### config.mk
export PLATFORM = sky130hd
export DESIGN_NAME = lfsr_sequencer_flat
export DESIGN_NICKNAME = d
export VERILOG_FILES = /design/src/rtl/lfsr_sequencer_pkg.sv /design/src/rtl/lfsr_sequencer_if.sv /design/src/rtl/lfsr8_next.sv /design/src/rtl/lfsr_sequencer.sv /design/src/flat_wrapper.sv
export SDC_FILE = /design/constraint.sdc
export NUM_CORES = 1
export LEC_CHECK = 0
export CAP_MARGIN = 20
export CORE_MARGIN = 2
export CORE_UTILIZATION = 30
export DETAILED_ROUTE_END_ITERATION = 7
export GPL_ROUTABILITY_DRIVEN = 0
export GPL_TIMING_DRIVEN = 0
export RECOVER_POWER = 25
export SYNTH_ARGS = -nofsm -noshare
export SYNTH_HDL_FRONTEND = slang
export SYNTH_SLANG_ARGS = --single-unit
### constraint.sdc
create_clock -name clk -period 3.08 [get_ports clk]
set_input_delay 0.616 -clock clk [delete_from_list [all_inputs] [get_ports clk]]
set_output_delay 0.616 -clock clk [all_outputs]
set_load 0.005 [all_outputs]
### src/rtl/lfsr_sequencer_pkg.sv
// rtl/lfsr_sequencer_pkg.sv - shared types and constants for the LFSR sequencer
package lfsr_seq_pkg;

  typedef enum logic [1:0] {
    S_IDLE = 2'd0,
    S_RUN  = 2'd1,
    S_LOAD = 2'd2
  } state_t;

  localparam logic [7:0] LFSR_RESET = 8'h01;
  // Feedback taps q[4], q[3], q[2], q[0] for x^8+x^6+x^5+x^4+1
  localparam logic [7:0] LFSR_TAPS  = 8'b0001_1101;

endpackage

### src/rtl/lfsr_sequencer_if.sv
// rtl/lfsr_sequencer_if.sv - control and status bundle between board I/O and the sequencer
interface lfsr_sequencer_if;
  logic [7:0] seed;
  logic       load;
  logic       step;
  logic       run;
  logic [7:0] q;
  logic       adv;
  logic       lockup;
  logic [7:0] period;
  logic       wrap;

  modport master (
    output seed, load, step, run,
    input  q, adv, lockup, period, wrap
  );

  modport slave (
    input  seed, load, step, run,
    output q, adv, lockup, period, wrap
  );
endinterface

### src/rtl/lfsr8_next.sv
// rtl/lfsr8_next.sv - combinational advance function of the 8-bit Fibonacci LFSR
module lfsr8_next
  import lfsr_seq_pkg::*;
(
  input  logic [7:0] cur,
  output logic [7:0] nxt
);

  assign nxt = {^(cur & LFSR_TAPS), cur[7:1]};

endmodule

### src/rtl/lfsr_sequencer.sv
// rtl/lfsr_sequencer.sv - LFSR state owner: prescaled run, button step, switch reload.
// Define LFSR_SEQ_PERIOD_EN to build the period counter and wrap pulse.
module lfsr_sequencer
  import lfsr_seq_pkg::*;
#(
  parameter int PRESCALE = 50_000_000
) (
  input  logic           clk,
  input  logic           rst,
  lfsr_sequencer_if.slave bus
);

  localparam int            PW      = $clog2(PRESCALE);
  localparam logic [PW-1:0] PS_LAST = PW'(PRESCALE - 1);

  state_t        state;
  logic [7:0]    q_r;
  logic [7:0]    q_next;
  logic [7:0]    load_val;
  logic          adv_r;
  logic          lock_r;
  logic          step_q;
  logic          step_edge;
  logic          advance;
  logic [PW-1:0] ps_cnt;

  lfsr8_next u_next (
    .cur (q_r),
    .nxt (q_next)
  );

  assign step_edge = bus.step & ~step_q;
  assign load_val  = (bus.seed == 8'h00) ? LFSR_RESET : bus.seed;

  // Load beats everything; a run request in IDLE swallows a coincident step edge.
  always_comb begin
    advance = 1'b0;
    if (!bus.load) begin
      if (state == S_IDLE)
        advance = !bus.run && step_edge;
      else if (state == S_RUN)
        advance = bus.run && (ps_cnt == PS_LAST);
    end
  end

  always_ff @(posedge clk or posedge rst) begin
    if (rst) begin
      state  <= S_IDLE;
      q_r    <= LFSR_RESET;
      adv_r  <= 1'b0;
      lock_r <= 1'b0;
      step_q <= 1'b0;
      ps_cnt <= '0;
    end else begin
      step_q <= bus.step;
      adv_r  <= advance;
      if (advance)
        q_r <= q_next;
      if (bus.load) begin
        state  <= S_LOAD;
        q_r    <= load_val;
        lock_r <= (bus.seed == 8'h00);
        ps_cnt <= '0;
      end else begin
        case (state)
          S_LOAD: begin
            ps_cnt <= '0;
            state  <= bus.run ? S_RUN : S_IDLE;
          end
          S_IDLE: begin
            if (bus.run) begin
              state  <= S_RUN;
              ps_cnt <= '0;
            end
          end
          S_RUN: begin
            if (!bus.run) begin
              state  <= S_IDLE;
              ps_cnt <= '0;
            end else if (ps_cnt == PS_LAST)
              ps_cnt <= '0;
            else
              ps_cnt <= ps_cnt + PW'(1);
          end
          default: state <= S_IDLE;
        endcase
      end
    end
  end

  assign bus.q      = q_r;
  assign bus.adv    = adv_r;
  assign bus.lockup = lock_r;

`ifdef LFSR_SEQ_PERIOD_EN
  logic [7:0] seed_r;
  logic [7:0] step_cnt;
  logic [7:0] period_r;
  logic       wrap_r;

  always_ff @(posedge clk or posedge rst) begin
    if (rst) begin
      seed_r   <= LFSR_RESET;
      step_cnt <= 8'h00;
      period_r <= 8'h00;
      wrap_r   <= 1'b0;
    end else begin
      wrap_r <= 1'b0;
      if (bus.load) begin
        seed_r   <= load_val;
        step_cnt <= 8'h00;
      end else if (state == S_LOAD) begin
        step_cnt <= 8'h00;
      end else if (advance) begin
        if (q_next == seed_r) begin
          period_r <= step_cnt + 8'd1;
          wrap_r   <= 1'b1;
          step_cnt <= 8'h00;
        end else begin
          step_cnt <= step_cnt + 8'd1;
        end
      end
    end
  end

  assign bus.period = period_r;
  assign bus.wrap   = wrap_r;
`else
  assign bus.period = 8'h00;
  assign bus.wrap   = 1'b0;
`endif

endmodule

### src/flat_wrapper.sv
// flat-port wrapper written by rule: the top's interface ports become plain ports
module lfsr_sequencer_flat import lfsr_seq_pkg::*;
#(
  parameter int PRESCALE = 50_000_000
)
  (clk, rst, bus_seed, bus_load, bus_step, bus_run, bus_q, bus_adv, bus_lockup, bus_period, bus_wrap);
  lfsr_sequencer_if bus_i ();
  input  logic clk;
  input  logic rst;
  input wire logic [$bits(bus_i.seed)-1:0] bus_seed;
  input wire logic [$bits(bus_i.load)-1:0] bus_load;
  input wire logic [$bits(bus_i.step)-1:0] bus_step;
  input wire logic [$bits(bus_i.run)-1:0] bus_run;
  output wire logic [$bits(bus_i.q)-1:0] bus_q;
  output wire logic [$bits(bus_i.adv)-1:0] bus_adv;
  output wire logic [$bits(bus_i.lockup)-1:0] bus_lockup;
  output wire logic [$bits(bus_i.period)-1:0] bus_period;
  output wire logic [$bits(bus_i.wrap)-1:0] bus_wrap;
  assign bus_i.seed = bus_seed;
  assign bus_i.load = bus_load;
  assign bus_i.step = bus_step;
  assign bus_i.run = bus_run;
  assign bus_q = bus_i.q;
  assign bus_adv = bus_i.adv;
  assign bus_lockup = bus_i.lockup;
  assign bus_period = bus_i.period;
  assign bus_wrap = bus_i.wrap;
  lfsr_sequencer #(.PRESCALE(PRESCALE)) u_core (.clk(clk), .rst(rst), .bus(bus_i));
endmodule
== After elaboration in Yosys (flattened, before gate mapping) ==
Index checks and enable logic that the tools add are counted.

* Logic and storage cells: 40
* Flip-flop bits (word level): 39
* Output and inout port bits: 19
* Input port bits: 13

* Add/subtract/negate cells: 1
* Eq/ne operators: 5
* Reduce and logical (&&, ||, !) cells: 10
* Muxes and demuxes: 16
* Bitwise gates (word level): 2

{| class="wikitable"
|+ Operator list
! operator !! number
|-
| two-way mux 26 bit || 4
|-
| case mux 26 bit (3 select lines) || 1
|-
| adder 26 x 1 -> 26 bit (second input constant) || 1
|-
| equality test 26 bit (second input constant) || 1
|-
| two-way mux 8 bit || 3
|-
| zero test 8 bit || 1
|-
| parity 8 bit || 1
|-
| two-way mux 2 bit || 3
|-
| != test 3 bit (second input constant) || 2
|-
| case mux 2 bit (3 select lines) || 1
|-
| two-way mux 1 bit || 4
|-
| AND reduction 2 bit || 2
|-
| nonzero test 4 bit || 1
|-
| equality test 2 x 1 -> 1 bit (second input constant) || 1
|-
| equality test 2 bit (second input constant) || 1
|-
| logical AND 1 bit || 2
|-
| zero test 2 bit || 1
|-
| nonzero test 2 bit || 1
|-
| bitwise AND 1 bit || 1
|-
| zero test 1 bit || 1
|-
| inverter 1 bit || 1
|}

== Logic depth before layout (Yosys ltp) ==
Gate-level depths: netlist of the first run.

* Word-level depth: 7
* Depth in mapped cells: 8
* Gate-level depth less buffers: 6

== Cells and area by module ==
From an unflattened synthesis of the first run, not the netlist that was laid out.

* Cell total of the unflattened synthesis: 243
* Area, all modules: 2353.5 µm²

{| class="wikitable"
|+ By module, submodules not included
! module !! cells an instance !! times used !! area an instance (µm²) !! seq. area each (µm²)
|-
| lfsr_sequencer || 233 || 1 || 2274.7 || 977.2
|-
| lfsr8_next || 10 || 1 || 78.8 || 0.0
|}

== Least setup slack after synthesis of the first run ==
Ideal clock, no wire load.

* Path kind: register to register
* Start: reg u_core.ps_cnt[0]
* End: reg u_core.q_r[2], in the netlist u_core.bus.q[2]
* Data required time: 3.015 ns
* Period minus slack after synthesis: 2.140 ns
* Data arrival time: 2.075 ns
* Cell stages (with the launch flop): 8
* Library setup time: 0.065 ns
* Buffers on the path: 1
* Slack: 0.940 ns
* Cells stage by stage: dfrtp_1 ha_1 nand3_2 or4_4 or4_4 buf_6 a211o_1 nand2_1

* Cells in the longest elaborated chain, start to end: 6

{| class="wikitable"
|+ RTL lines
! item !! RTL line !! source
|-
| start: declaration || lfsr_sequencer.sv:25 || <nowiki>logic [PW-1:0] ps_cnt;</nowiki>
|-
| start signal: assignment || lfsr_sequencer.sv:83 || <nowiki>ps_cnt <= ps_cnt + PW'(1);</nowiki>
|-
| equality test 26 bit || lfsr_sequencer.sv:42 || <nowiki>advance = bus.run && (ps_cnt == PS_LAST);</nowiki>
|-
| logical AND 1 bit || lfsr_sequencer.sv:42 ||
|-
| two-way mux 1 bit || lfsr_sequencer.sv:41 || <nowiki>else if (state == S_RUN)</nowiki>
|-
| two-way mux 1 bit || lfsr_sequencer.sv:39 || <nowiki>if (state == S_IDLE)</nowiki>
|-
| two-way mux 1 bit || lfsr_sequencer.sv:38 || <nowiki>if (!bus.load) begin</nowiki>
|-
| nonzero test 2 bit (no source line) || -- ||
|-
| end signal: assignment || lfsr_sequencer.sv:58 || <nowiki>q_r <= q_next;</nowiki>
|-
| end signal: assignment || lfsr_sequencer.sv:61 || <nowiki>q_r <= load_val;</nowiki>
|-
| end: declaration || lfsr_sequencer.sv:17 || <nowiki>logic [7:0] q_r;</nowiki>
|}

Every way passes these cells.
A chain may end at the register's enable or synchronous reset.

== Final worst setup path of the first run ==
* Start: in bus_run
* End: reg u_core.ps_cnt[23]

* Cells in the longest elaborated chain, start to end: 3
* Elaborated cells on any way between the ends: 5
* Those cells by class: 1 x eq/ne; 3 x mux; 1 x reduce/logical

{| class="wikitable"
|+ RTL lines
! item !! RTL line !! source
|-
| start: declaration || flat_wrapper.sv:13 || <nowiki>input wire logic [$bits(bus_i.run)-1:0] bus_run;</nowiki>
|-
| two-way mux 26 bit || lfsr_sequencer.sv:77 || <nowiki>if (!bus.run) begin</nowiki>
|-
| case mux 26 bit (3 select lines) || lfsr_sequencer.sv:65 || <nowiki>case (state)</nowiki>
|-
| two-way mux 26 bit || lfsr_sequencer.sv:59 || <nowiki>if (bus.load) begin</nowiki>
|}

Parallel ways exist; a longest one is shown, timed or not.

==> impl_metrics.toml, run 1 <==
[clocking]
clk_path_buf_depth = 2
cts_root_buf = "clkbuf_8"
cts.clk_slew.worst_paths_ns = 0.08
cts_setup_buffers = 0
htreeDepth = 2
cts_resized = 0
cts_sinks = 39
clock_latency_ns = 0.30
cts_tree = "built"
cts_buffers = 5
postCtsHoldBufs = 0

[outcome]
status = "finished, violations left"
violations = "capacitance limit, slew limit"

[placed_design]
hpwlAfterDp_um = 4540
port_buffers = 21

[drt]
routed_wl_um = 6360
vias = 2186
ant_nets = 0
drtIter0Drc = 119
firstDrtPassIters = 4
wl_met2_um = 2850
wl_met1_um = 3120
routedWlPerCell_um = 15.3
drc = 0
wl_met3_um = 302
top_layer = "met4"
drt-vias-per-instance = 5.25

[synth]
syn_inst = 277
synth_edf_count = 0
ys_async_sr_fraction = 1.00
synth_area_leader_cell = "dfrtp_1"
syn_area_um2 = 2420
ys_warn_count = 0
synth_area_leaders = "dfrtp_1 39%, nand2_1 4.7%, nand4_1 3.6%, a21oi_1 3.3%, buf_4 2.8%"
seq_area_frac_synth = 0.404
yosysMostFrequentCell = "dfrtp_1"
synth.avg_cell_area_um2 = 8.74
synth_cell_type_count = 60
synth_commonest_cells = "38 x dfrtp_1, 30 x nand2_1, 18 x nor2_1"
netlist.area_leader.share = 0.393
ys.flop_type = "dfrtp_1"
ys_seq_elements = 39

[worst_setup_path]
end_kind = "register"
cp.arrival_ns = 2.99
path_depth = 8
crit_family = "buffers and inverters"
rrSetupSlack_ns = 0.60
path_cells = "dlygate4sd3_1, and3b_1, nand2_1, o21ba_2, clkbuf_1, clkbuf_1, o21ai_0, a31oi_1"
path_class = "primary input to register"
worstPathRequired_ns = 3.30
path_common_cell = "clkbuf_1"
slowest_delay_ns = 0.65
r2r-end = "u_core.ps_cnt[19]$_DFFE_PP0P_"
reg2reg_from = "u_core.ps_cnt[0]$_DFFE_PP0P_"
crit_slowest_cell = "dlygate4sd3_1"
path_max_fanout = 10
crit_path_start_kind = "primary input"
worstRegToRegCells = 6
timing.critical_path.buf_inv = 3

[flow_run]
drv_cap = 1

[floorplanning]
io_pins = 32
row_count = 32
core-area_um2 = 7770
die_w_um = 93.8
die-area_um2 = 8800
dieHeight_um = 93.8
start_util = 0.312

[global_routing]
grt_pass1_wl_um = 10700
grt_max_degree = 40
grt_pass1_vias = 2092
antenna_found_initial = 0
grt_overflow = 0
grtUsageTotal = 0.155

[min_path]
holdCritPathClass = "register to register"
min_to = "u_core.bus.lockup$_DFFE_PP0P_"
hold_start = "u_core.bus.lockup$_DFFE_PP0P_"
hold_depth = 1

[pwr]
power_per_cell_area_nw_per_um2 = 356
p_leak_nw = 1.13
vdd_drop_max_mv = 0.159
p_total_mw = 1.02

[layout]
antenna_cells = 0
fill_cells = 815
num-nets-final = 327
area_growth_pct = 18.3
drive_above_1_share = 0.121

[sta]
tns_ns = 0
maxSlewHeadroom = -0.0420
finalHoldViolCount = 0
period_needed_ns = 2.77
fin_crit_sh = 0.899
rsz0062_at_grt = "no"
finalClockSkew_ns = 0.00624
finalSetupViolCount = 0
worstMarginPinSlew_ns = 1.56
hold_ws_ns = 0.503
drv_slew = 40
max_freq_ghz = 0.361
[metal layers]
metal	track usage	vias to the layer above
li1	-	1071
met1	0.212	1053
met2	0.248	57
met3	0.0337	5
met4	0.0399	0
met5	0	-
[registers in the layout (all words and copies together), names as in the netlist]
name,cells
u_core.ps_cnt,26
u_core.bus.q,8
u_core.step_q,1
u_core.state,2
u_core.bus.lockup,1
u_core.bus.adv,1
[worst max-delay path by stage]
stage,start,end,slack (ns)
final,bus_run,u_core.ps_cnt[23]$_DFFE_PP0P_,0.31
after global routing,bus_run,u_core.ps_cnt[23]$_DFFE_PP0P_,0.10
after CTS,bus_run,u_core.ps_cnt[23]$_DFFE_PP0P_,0.42
after detailed placement,bus_run,u_core.ps_cnt[25]$_DFFE_PP0P_,0.11
after global placement,bus_run,u_core.ps_cnt[23]$_DFFE_PP0P_,0.11
after floorplan,u_core.ps_cnt[0]$_DFFE_PP0P_,u_core.bus.q[2]$_DFFE_PP0P_,0.94
[layout make-up]
type | instances | area (um^2) | share of cell area
multi-input combinational | 209 | 1260 | 0.441
sequential | 39 | 977 | 0.341
timing repair buffer | 21 | 210 | 0.0735
buffer | 27 | 165 | 0.0577
tap | 102 | 128 | 0.0446
clock buffer | 7 | 76.3 | 0.0267
inverter | 10 | 37.5 | 0.0131
clock inverter | 1 | 5.00 | 0.00175
[cells by family (layout without fill, tap and decap cells)]
kind of cell	Yosys count	in the layout	synth area share
other	1	9	0.00155
XOR/XNOR	9	9	0.0326
AND/OR/NAND/NOR	124	124	0.283
flip-flops	39	39	0.404
adder cells (fa/ha/maj)	1	1	0.00517
AO/OA/AOI/OAI	63	63	0.174
multiplexers	3	3	0.0129
buffers and inverters	37	66	0.0869
[worst register-to-register path: stages (launching register included)]
cell and delay [ns]:
dfrtp_1 0.40, ha_1 0.23, nand3_2 0.16, or4_1 0.47
o21bai_1 0.66, o21ai_0 0.20, a22o_1 0.26
[stage by stage]
stage               cells  setup WS, ns  utilization  cell area (um^2)
floorplan             285         0.940            -              2450
global placement      408         0.106        0.359              2790
detailed placement    408         0.108        0.359              2790
CTS                   416         0.421        0.369              2870
global route          416         0.104        0.368              2860
finish                416         0.310        0.368              2860
[cell usage in the layout, fill, tap and decap left out, types with 4 or more instances in the layout]
master / Yosys / routed
a21oi_1: 16 / 16
a22oi_1: 4 / 4
a31oi_1: 6 / 6
buf_4: 9 / 9
clkbuf_1: 10 / 13
clkbuf_8: 1 / 6
clkdlybuf4s50_1: 0 / 18
conb_1: 1 / 9
dfrtp_1: 38 / 38
inv_1: 10 / 10
nand2_1: 30 / 30
nand3_1: 9 / 9
nand4_1: 14 / 14
nor2_1: 18 / 18
nor3_1: 12 / 12
nor4_1: 10 / 10
o21ai_0: 11 / 11
or4_4: 4 / 4
xnor2_1: 6 / 6
[power by group]
| group | internal, mW | switching [mW] |
|---|---|---|
| clock | 0.159 | 0.187 |
| combinational | 0.0662 | 0.0662 |
| sequential | 0.525 | 0.0149 |
| total | 0.751 | 0.268 |
Note: power is estimated with default switching activity, not from simulation.
==> inputs of run 2 (changes only) <==
Settings changed: SKIP_LAST_GASP set to 1.
==> results of run 2 <==
Same layout as run 1: the final DEF is identical, and so are final timing and power.
==> inputs of run 3 (changes only) <==
Settings changed: PLACE_DENSITY set to 0.49.
==> run 3 against run 2 <==
  * Final area rose by 0.79%
  * Non-clock buffer count grew 1
  * First-iteration DRC count fell by 2.5%
  * Sequential cell count did not move
  * Wire length is 0.16% higher
  * Clock power increased by 7.2%
  * Sequential power hardly changed
  * The run still ends with capacitance limit, slew limit left
  * Sequential share of layout area fell by 0.27 points
  * Die area unchanged
  * Global-route usage is 0.30 points higher
==> impl_metrics.toml, run 3 (synthesis gave the netlist of run 1 again) <==
[global_routing]
grtUsageTotal = 0.158
grt_max_degree = 40
antenna_found_initial = 0
grt_pass1_wl_um = 10800
grt_pass1_vias = 2051
grt_overflow = 0

[layout]
antenna_cells = 0
mostFrequentLayoutCell = "dfrtp_1"
regArea_um2 = 977
final_util = 0.371
top_register = "u_core.ps_cnt"
final_cells = 417
largest_register_ffs = 26
layout_common_cells = "38 x dfrtp_1, 30 x nand2_1, 19 x clkdlybuf4s50_1"
num-nets-final = 328
fill_cells = 803
multi_input_area_um2 = 1260
area_growth_pct = 19.2
drive_above_1_share = 0.124

[placed_design]
placed_cells = 409
port_buffers = 21
post-place-ws_ns = 0.0459
hpwlAfterDp_um = 4570

[floorplanning]
start_util = 0.312
die-area_um2 = 8800
io_pins = 32
die_w_um = 93.8
row_count = 32
core-area_um2 = 7770
dieHeight_um = 93.8

[worst_setup_path]
worstPathRequired_ns = 3.30
path_cells = "clkdlybuf4s50_1, and3b_1, nand2_1, o21ba_2, clkbuf_1, clkbuf_1, o21ai_0, a31oi_1"
path_class = "primary input to register"
path_max_fanout = 10
cp.arrival_ns = 2.92
path_common_cell = "clkbuf_1"
crit_path_start_kind = "primary input"
slowest_delay_ns = 0.58
rrSetupSlack_ns = 0.66
crit_slowest_cell = "clkdlybuf4s50_1"
end_kind = "register"

[pwr]
power_per_cell_area_nw_per_um2 = 362
p_leak_nw = 1.15
vdd_drop_max_mv = 0.156

[min_path]
holdCritPathClass = "register to register"

[sta]
max_freq_ghz = 0.370
fin_crit_sh = 0.877
finalHoldViolCount = 0
finalSetupViolCount = 0
maxSlewHeadroom = -0.190
period_needed_ns = 2.70
worstMarginPinSlew_ns = 1.78
rsz0062_at_grt = "no"
finalClockSkew_ns = 0.00997
fin_ws_ns = 0.380
tns_ns = 0
hold_ws_ns = 0.488
drv_slew = 40

[drt]
vias = 2191
drtIter0Drc = 116
ant_nets = 0
drc = 0
firstDrtPassIters = 4
routedWlPerCell_um = 15.3
drt-vias-per-instance = 5.25
routed_wl_um = 6370

[clocking]
clock_latency_ns = 0.29
cts_tree = "built"
clk_path_buf_depth = 2
cts_root_buf = "clkbuf_8"
cts_sinks = 39
cts.clk_slew.worst_paths_ns = 0.08
cts_setup_buffers = 0
cts_resized = 0
cts_buffers = 5
htreeDepth = 2
postCtsHoldBufs = 0

[flow_run]
drv_cap = 1

[outcome]
violations = "capacitance limit, slew limit"
status = "finished, violations left"
-- run 3: final timing paths --
path,startpoint,depth (start not counted),to
min in group asynchronous,rst,3,u_core.bus.lockup$_DFFE_PP0P_
min,u_core.ps_cnt[25]$_DFFE_PP0P_,1,u_core.ps_cnt[25]$_DFFE_PP0P_
max reg2reg,u_core.ps_cnt[0]$_DFFE_PP0P_,6,u_core.ps_cnt[19]$_DFFE_PP0P_
max in group asynchronous,rst,3,u_core.ps_cnt[4]$_DFFE_PP0P_
min reg2reg,u_core.ps_cnt[25]$_DFFE_PP0P_,1,u_core.ps_cnt[25]$_DFFE_PP0P_
max,bus_run,8,u_core.ps_cnt[23]$_DFFE_PP0P_
-- run 3: routing by layer --
| metal | track usage | part of all wire | vias to the layer above |
|---|---|---|---|
| met5 | 0 | 0 | - |
| met4 | 0.0362 | 0.013 | 0 |
| met3 | 0.0337 | 0.065 | 8 |
| met2 | 0.230 | 0.42 | 69 |
| met1 | 0.238 | 0.50 | 1040 |
| li1 | - | - | 1074 |
-- run 3: power breakdown --
part	internal, mW	leakage, nW	switching, mW	total, mW
clock network	0.181	0.0482	0.190	0.371
registers	0.525	0.524	0.0143	0.539
logic	0.0676	0.577	0.0661	0.134
-- run 3: cell type report --
| class | count | share of cell area |
|---|---|---|
| clock inverters | 1 | 0.00174 |
| well taps | 102 | 0.0443 |
| multi-input cells | 209 | 0.438 |
| plain buffers | 27 | 0.0573 |
| inverters | 10 | 0.0130 |
| flip-flops and latches | 39 | 0.339 |
| repair buffers | 22 | 0.0772 |
| clock buffers | 7 | 0.0299 |
-- run 3: per-stage QoR --
step           instance area [um^2]  total power [mW]
4_1_cts                        2900              1.05
3_3_place_gp                   2790             0.685
6_report                       2880              1.04
5_1_grt                        2880              1.10
2_1_floorplan                  2450             0.624
3_5_place_dp                   2810             0.687
-- run 3: critical path: cells and delay by family --
family / cells / cell delay [ns]
buf+inv: 3 / 1.33
compound gates: 3 / 0.61
simple gates: 2 / 0.37
